===== config.mk =====
export PLATFORM = sky130hd
export DESIGN_NAME = mem_access_unit
export DESIGN_NICKNAME = d
export VERILOG_FILES = /design/src/rtl/mips_mem_pkg.sv /design/src/rtl/lsu_lane_align.sv /design/src/rtl/mem_access_unit.sv
export SDC_FILE = /design/constraint.sdc
export NUM_CORES = 1
export LEC_CHECK = 0
export CELL_PAD_IN_SITES_DETAIL_PLACEMENT = 2
export CELL_PAD_IN_SITES_GLOBAL_PLACEMENT = 2
export CORE_UTILIZATION = 30
export CTS_BUF_LIST = sky130_fd_sc_hd__clkbuf_8
export DETAILED_ROUTE_END_ITERATION = 12
export PLACE_DENSITY = 0.88
export SETUP_SLACK_MARGIN = 0.4
export SYNTH_ARGS = -nofsm -noshare
export SYNTH_HDL_FRONTEND = slang
export SYNTH_SLANG_ARGS = --single-unit

===== constraint.sdc =====
create_clock -name i_clk -period 5.6 [get_ports i_clk]
set_input_delay 0.56 -clock i_clk [delete_from_list [all_inputs] [get_ports i_clk]]
set_output_delay 0.56 -clock i_clk [all_outputs]
set_load 0.005 [all_outputs]

===== src/rtl/mips_mem_pkg.sv =====
// Shared types and constants for the data-memory load/store unit.
package mips_mem_pkg;

    // Word-address width of the 8K x 32 data memory.
    localparam int unsigned DMEM_ADDR_W = 13;

    // Access size. The encoding 2'b11 has no enumerator and is decoded as an error.
    typedef enum logic [1:0] {
        SZ_BYTE = 2'b00,
        SZ_HALF = 2'b01,
        SZ_WORD = 2'b10
    } size_t;

    typedef enum logic [2:0] {
        IDLE,
        LD,
        ST,
        RMW_RD,
        RMW_WR,
        ERR,
        RESP
    } lsu_state_t;

endpackage


===== src/rtl/lsu_lane_align.sv =====
// Little-endian byte-lane steering. Extracts and extends load data from a memory
// word, and merges sub-word store data into a memory word.
module lsu_lane_align
    import mips_mem_pkg::*;
(
    input  logic [31:0] word,
    input  logic [1:0]  offset,
    input  size_t       size,
    input  logic        is_unsigned,
    input  logic [31:0] wdata,
    output logic [31:0] load_data,
    output logic [31:0] store_word
);

    logic [4:0]  shamt;
    logic [31:0] shifted;
    logic [31:0] lane_mask;

    assign shamt   = {offset, 3'b000};
    assign shifted = word >> shamt;

    // Load path: move the addressed lane to bit 0, then sign- or zero-extend.
    always_comb begin
        load_data = shifted;
        case (size)
            SZ_BYTE: load_data = is_unsigned ? {24'h0, shifted[7:0]}
                                             : {{24{shifted[7]}}, shifted[7:0]};
            SZ_HALF: load_data = is_unsigned ? {16'h0, shifted[15:0]}
                                             : {{16{shifted[15]}}, shifted[15:0]};
            default: load_data = shifted;  // word accesses are aligned, so offset is 0
        endcase
    end

    // Store path: replace only the addressed lane of the old word.
    always_comb begin
        lane_mask  = 32'h0;
        store_word = wdata;
        case (size)
            SZ_BYTE: begin
                lane_mask  = 32'h0000_00ff << shamt;
                store_word = (word & ~lane_mask) | ((wdata & 32'h0000_00ff) << shamt);
            end
            SZ_HALF: begin
                lane_mask  = 32'h0000_ffff << shamt;
                store_word = (word & ~lane_mask) | ((wdata & 32'h0000_ffff) << shamt);
            end
            default: store_word = wdata;
        endcase
    end

endmodule


===== src/rtl/mem_access_unit.sv =====
// Load/store initiator between the MEM stage and the word-addressed data memory.
// Sub-word stores are performed as a read cycle followed by a merged write cycle.
module mem_access_unit
    import mips_mem_pkg::*;
#(
    parameter int unsigned ADDR_W = DMEM_ADDR_W,
    parameter int unsigned DATA_W = 32
) (
    input  logic              i_clk,
    input  logic              i_rst,
    input  logic              i_req_valid,
    output logic              o_req_ready,
    input  logic              i_req_we,
    input  logic [1:0]        i_req_size,
    input  logic              i_req_unsigned,
    input  logic [31:0]       i_req_addr,
    input  logic [DATA_W-1:0] i_req_wdata,
    output logic              o_rsp_valid,
    output logic [DATA_W-1:0] o_rsp_rdata,
    output logic              o_rsp_err,
    output logic [ADDR_W-1:0] o_mem_A,
    output logic [DATA_W-1:0] o_mem_WD,
    output logic              o_mem_WE,
    input  logic [DATA_W-1:0] i_mem_RD
);

    lsu_state_t        state_q, state_d;
    logic              accept;
    logic              req_err;
    logic [ADDR_W-1:0] addr_q;
    logic [1:0]        off_q;
    logic [1:0]        size_q;
    logic              uns_q;
    logic [DATA_W-1:0] wdata_q;
    logic [DATA_W-1:0] mem_wd_q;
    logic [DATA_W-1:0] rsp_rdata_q;
    logic              rsp_err_q;
    logic [31:0]       load_data;
    logic [31:0]       store_word;

    assign accept = i_req_valid & o_req_ready;

    // Request legality: size, alignment and range are all judged at accept.
    always_comb begin
        req_err = 1'b0;
        if (i_req_size == 2'b11) req_err = 1'b1;
        if (i_req_size == SZ_HALF && i_req_addr[0]) req_err = 1'b1;
        if (i_req_size == SZ_WORD && i_req_addr[1:0] != 2'b00) req_err = 1'b1;
        if (|i_req_addr[31:ADDR_W+2]) req_err = 1'b1;
    end

    // State register.
    always_ff @(posedge i_clk) begin
        if (i_rst) state_q <= IDLE;
        else       state_q <= state_d;
    end

    // Next-state logic.
    always_comb begin
        state_d = state_q;
        case (state_q)
            IDLE: begin
                if (accept) begin
                    if (req_err)                   state_d = ERR;
                    else if (!i_req_we)            state_d = LD;
                    else if (i_req_size == SZ_WORD) state_d = ST;
                    else                           state_d = RMW_RD;
                end
            end
            LD, ST, ERR: state_d = RESP;
            RMW_RD:      state_d = RMW_WR;
            RMW_WR:      state_d = RESP;
            RESP:        state_d = IDLE;
            default:     state_d = IDLE;
        endcase
    end

    // FSM outputs; reset gates the handshake and write strobe immediately.
    always_comb begin
        o_req_ready = (state_q == IDLE) & ~i_rst;
        o_mem_WE    = ((state_q == ST) | (state_q == RMW_WR)) & ~i_rst;
        o_rsp_valid = (state_q == RESP);
    end

    // Request capture, store-word staging and response registers.
    always_ff @(posedge i_clk) begin
        if (i_rst) begin
            addr_q      <= '0;
            off_q       <= '0;
            size_q      <= '0;
            uns_q       <= 1'b0;
            wdata_q     <= '0;
            mem_wd_q    <= '0;
            rsp_rdata_q <= '0;
            rsp_err_q   <= 1'b0;
        end else begin
            if (accept) begin
                addr_q  <= i_req_addr[ADDR_W+1:2];
                off_q   <= i_req_addr[1:0];
                size_q  <= i_req_size;
                uns_q   <= i_req_unsigned;
                wdata_q <= i_req_wdata;
                if (state_d == ST) mem_wd_q <= i_req_wdata;
            end
            case (state_q)
                LD: begin
                    rsp_rdata_q <= load_data;
                    rsp_err_q   <= 1'b0;
                end
                RMW_RD: mem_wd_q <= store_word;
                ERR: begin
                    rsp_rdata_q <= '0;
                    rsp_err_q   <= 1'b1;
                end
                ST, RMW_WR: begin
                    rsp_rdata_q <= '0;
                    rsp_err_q   <= 1'b0;
                end
                default: ;
            endcase
        end
    end

    lsu_lane_align u_lane_align (
        .word        (i_mem_RD),
        .offset      (off_q),
        .size        (size_t'(size_q)),
        .is_unsigned (uns_q),
        .wdata       (wdata_q),
        .load_data   (load_data),
        .store_word  (store_word)
    );

    assign o_mem_A     = addr_q;
    assign o_mem_WD    = mem_wd_q;
    assign o_rsp_rdata = rsp_rdata_q;
    assign o_rsp_err   = rsp_err_q;

endmodule


==> impl_metrics.csv <==
group,metric,value,unit
outcome,status,"complete, no violations",
global_routing,antenna_found_initial,0,
placed_design,hpwl,18100,um
sta,final-setup-viol-count,0,
sta,clock-skew-final,0.00938,ns
synthesis,yosys_warnings,0,
synthesis,async_reset_ff_frac,0,
synthesis,synth_seq_cells,118,
drt,wl_per_cell,22.6,um
power_and_ir_drop,p_per_area,288,nW/um^2
setup_path,reg2reg_to,"o_rsp_rdata[22]",
cts,cts_resized,0,
layout,final_layout_size_suffix_gt1_frac,0.0701,
drt,wl,25600,um
floorplan,start_util,0.309,
sta,tightest_slew,1.23,ns
layout,layout.nets,967,
sta,post-route-min-period,2.87,ns
flow_run,max_cap_violations,0,
floorplan,fp.dieArea,20800,sq um
sta,slew_headroom,0.178,
layout,finish.utilization,0.424,
setup_path,crit_path_end_kind,"flop",
placed_design,gp_congestion,0.832,
setup_path,critPathKind,"flop to flop",
setup_path,path_cells,"buf_4 > nor2b_1 > a22oi_1 > a211oi_2 > a221o_1",
placed_design,port_buffers,183,
cts,htree_levels,4,
cts,cts_tree,"built",
setup_path,startpoint,"off_q[0]",
global_routing,grt_pass1_wl,38800,um
sta,final_hold_viol_count,0,
layout,regArea,2360,sq um
sta,finalCritPeriodShare,0.513,
synthesis,synth_edf_count,0,
sta,fmax,0.348,GHz
global_routing,grt_use_total,0.250,
synthesis,avgSynthCellArea,8.43,sq um
setup_path,crit_family,"compound AO/OA/AOI/OAI gates",
sta,final_max_slew_viol_count,0,
cts,ctsLongestPathBuffers,2,
setup_path,timing.critical_path.to,"o_rsp_rdata[22]",
setup_path,worstSetupStartpointType,"flop",
power_and_ir_drop,p_leak,3.03,nW
drt,drt-initial-drc-count,516,
setup_path,arrival,3.27,ns
drt,vias_per_cell,5.72,
floorplan,ios,184,
cts,cts_root_buf,"clkbuf_8",
setup_path,critical_path_depth,5,
cts,cts_setup_buffers,0,
drt,first_pass_iters,5,
drt,vias,6490,
setup_path,path_max_fanout,31,
layout,n_fill_cell,2224,
layout,final_common_cell,"clkdlybuf4s50_1",
setup_path,rrSetupSlack,2.73,ns
layout,mostFrequentLayoutCells,"clkdlybuf4s50_1, nand2_1, dfxtp_1",
global_routing,grt.overflow.total,0,
cts,path_clk_slew,0.07,ns
synthesis,synthFlopType,"dfxtp_1",
synthesis,synth_area,6060,sq um
sta,tns,0,ns
floorplan,core_area,19700,sq um
cts,cts_made_buffers,17,
floorplan,die_w,144,um
setup_path,cp_data_required_time,5.99,ns
synthesis,syn_nets,826,
synthesis,yosysSeqAreaShare,0.390,
setup_path,slowest_stage,"a211oi_2",
layout,area_delta_synth_final,37.3,%
setup_path,reg2reg_depth,5,
sta,rsz0062_at_grt,"no",
drt,drcViolationCount,0,
floorplan,die_h,144,um
cts,clock_latency,0.46,ns
global_routing,grt_pass1_vias,6766,
power_and_ir_drop,ir_worst_vdd,0.000159,V
setup_path,path_buf_inv,1,
hold_path,hp-class,"flop to flop",
synthesis,ys_types,48,
layout,num_antenna_cells,0,
layout,multi_input_area,3380,sq um
drt,final_antenna_net_count,0,
setup_path,reg2reg_from,"off_q[0]",
setup_path,slowest_delay,0.97,ns
cts,cts_hold_buf,0,
synthesis,syn-instance-count,719,
floorplan,rows,51,
global_routing,grt_max_degree,105,
cts,clock-sinks,118,
power breakdown:
| group | switching [mW] | leakage [nW] | internal [mW] |
|---|---|---|---|
| clock network | 0.348 | 0.195 | 0.368 |
| registers | 0.0919 | 0.960 | 0.924 |
| logic | 0.372 | 1.87 | 0.294 |
layer usage:
| metal | part of all wire | track usage | vias up |
|---|---|---|---|
| li1 | - | - | 2935 |
| met1 | 0.43 | 0.320 | 3208 |
| met2 | 0.46 | 0.405 | 302 |
| met3 | 0.076 | 0.0526 | 45 |
| met4 | 0.032 | 0.110 | 0 |
| met5 | 0 | 0 | - |
worst min-delay path by stage:
stage | startpoint | endpoint | slack, ns | cells after the start
finish | o_rsp_err | o_rsp_err | 0.47 | 2
detailed placement | o_rsp_err | o_rsp_err | 0.47 | 2
global placement | o_rsp_err | o_rsp_err | 0.45 | 2
floorplan | wdata_q[21] | wdata_q[21] | 0.44 | 2
global route | o_mem_A[10] | o_mem_A[10] | 0.50 | 2
CTS | o_rsp_err | o_rsp_err | 0.48 | 2
per-stage QoR:
stage	setup WS [ns]	total power [mW]	area (sq um)	hold WS, ns	std cells
finish	2.73	2.40	8330	0.473	1135
global route	2.57	2.51	8330	0.496	1135
CTS	2.80	2.41	8330	0.478	1135
detailed placement	2.72	1.69	7990	0.468	1106
global placement	2.80	1.67	7990	0.450	1106
floorplan	3.07	1.37	6060	0.444	719
tightest hold or removal path: stages, from the launching register on:
cell and delay, ns:
dfxtp_1 0.32, nand2_1 0.05, a21oi_1 0.06
final cells by class:
| cell class | instances | area share |
|---|---|---|
| repair buffers | 192 | 0.227 |
| well taps | 265 | 0.0398 |
| clock buffers | 20 | 0.0331 |
| multi-input cells | 527 | 0.406 |
| inverters | 4 | 0.00180 |
| clock inverters | 9 | 0.00781 |
| flip-flops and latches | 118 | 0.284 |
cell usage after synthesis, types with 2 or more instances:
cell type	number	area share
nand2_1	153	0.095
o31ai_1	18	0.022
nand2b_1	4	0.0041
a311oi_1	16	0.023
inv_1	4	0.0025
nor3_1	5	0.0041
a41oi_1	2	0.0029
mux2i_1	16	0.026
buf_2	14	0.012
a22oi_1	24	0.030
nand4b_1	16	0.023
o21ai_0	28	0.023
nand3b_1	49	0.061
nor3b_4	2	0.0062
and3b_1	2	0.0029
buf_4	5	0.0062
clkbuf_1	46	0.028
buf_1	4	0.0025
nor2b_1	10	0.010
and2_1	3	0.0031
nor4_1	3	0.0031
nor2_1	40	0.025
a21oi_1	33	0.027
dfxtp_1	118	0.39
a221oi_1	31	0.045
mux2_2	16	0.030
a221o_1	32	0.053
ha_1	4	0.0083
a22o_1	2	0.0029
logic make-up (layout without fill, tap and decap cells):
logic type / after synthesis / after routing / synth area share
flops: 118 / 118 / 0.390
xor+xnor: 1 / 1 / 0.00144
mux: 33 / 33 / 0.0598
compound gates: 193 / 193 / 0.239
simple gates: 296 / 296 / 0.249
fa+ha+maj: 4 / 4 / 0.00825
buf+inv: 74 / 225 / 0.0530
registers in the layout, summed over array words and instances, names as in the netlist:
register,count
o_rsp_rdata,32
size_q,2
uns_q,1
o_rsp_err,1
o_mem_A,13
o_mem_WD,32
state_q,3
wdata_q,32
off_q,2
Power figures use the tool's default switching activity.
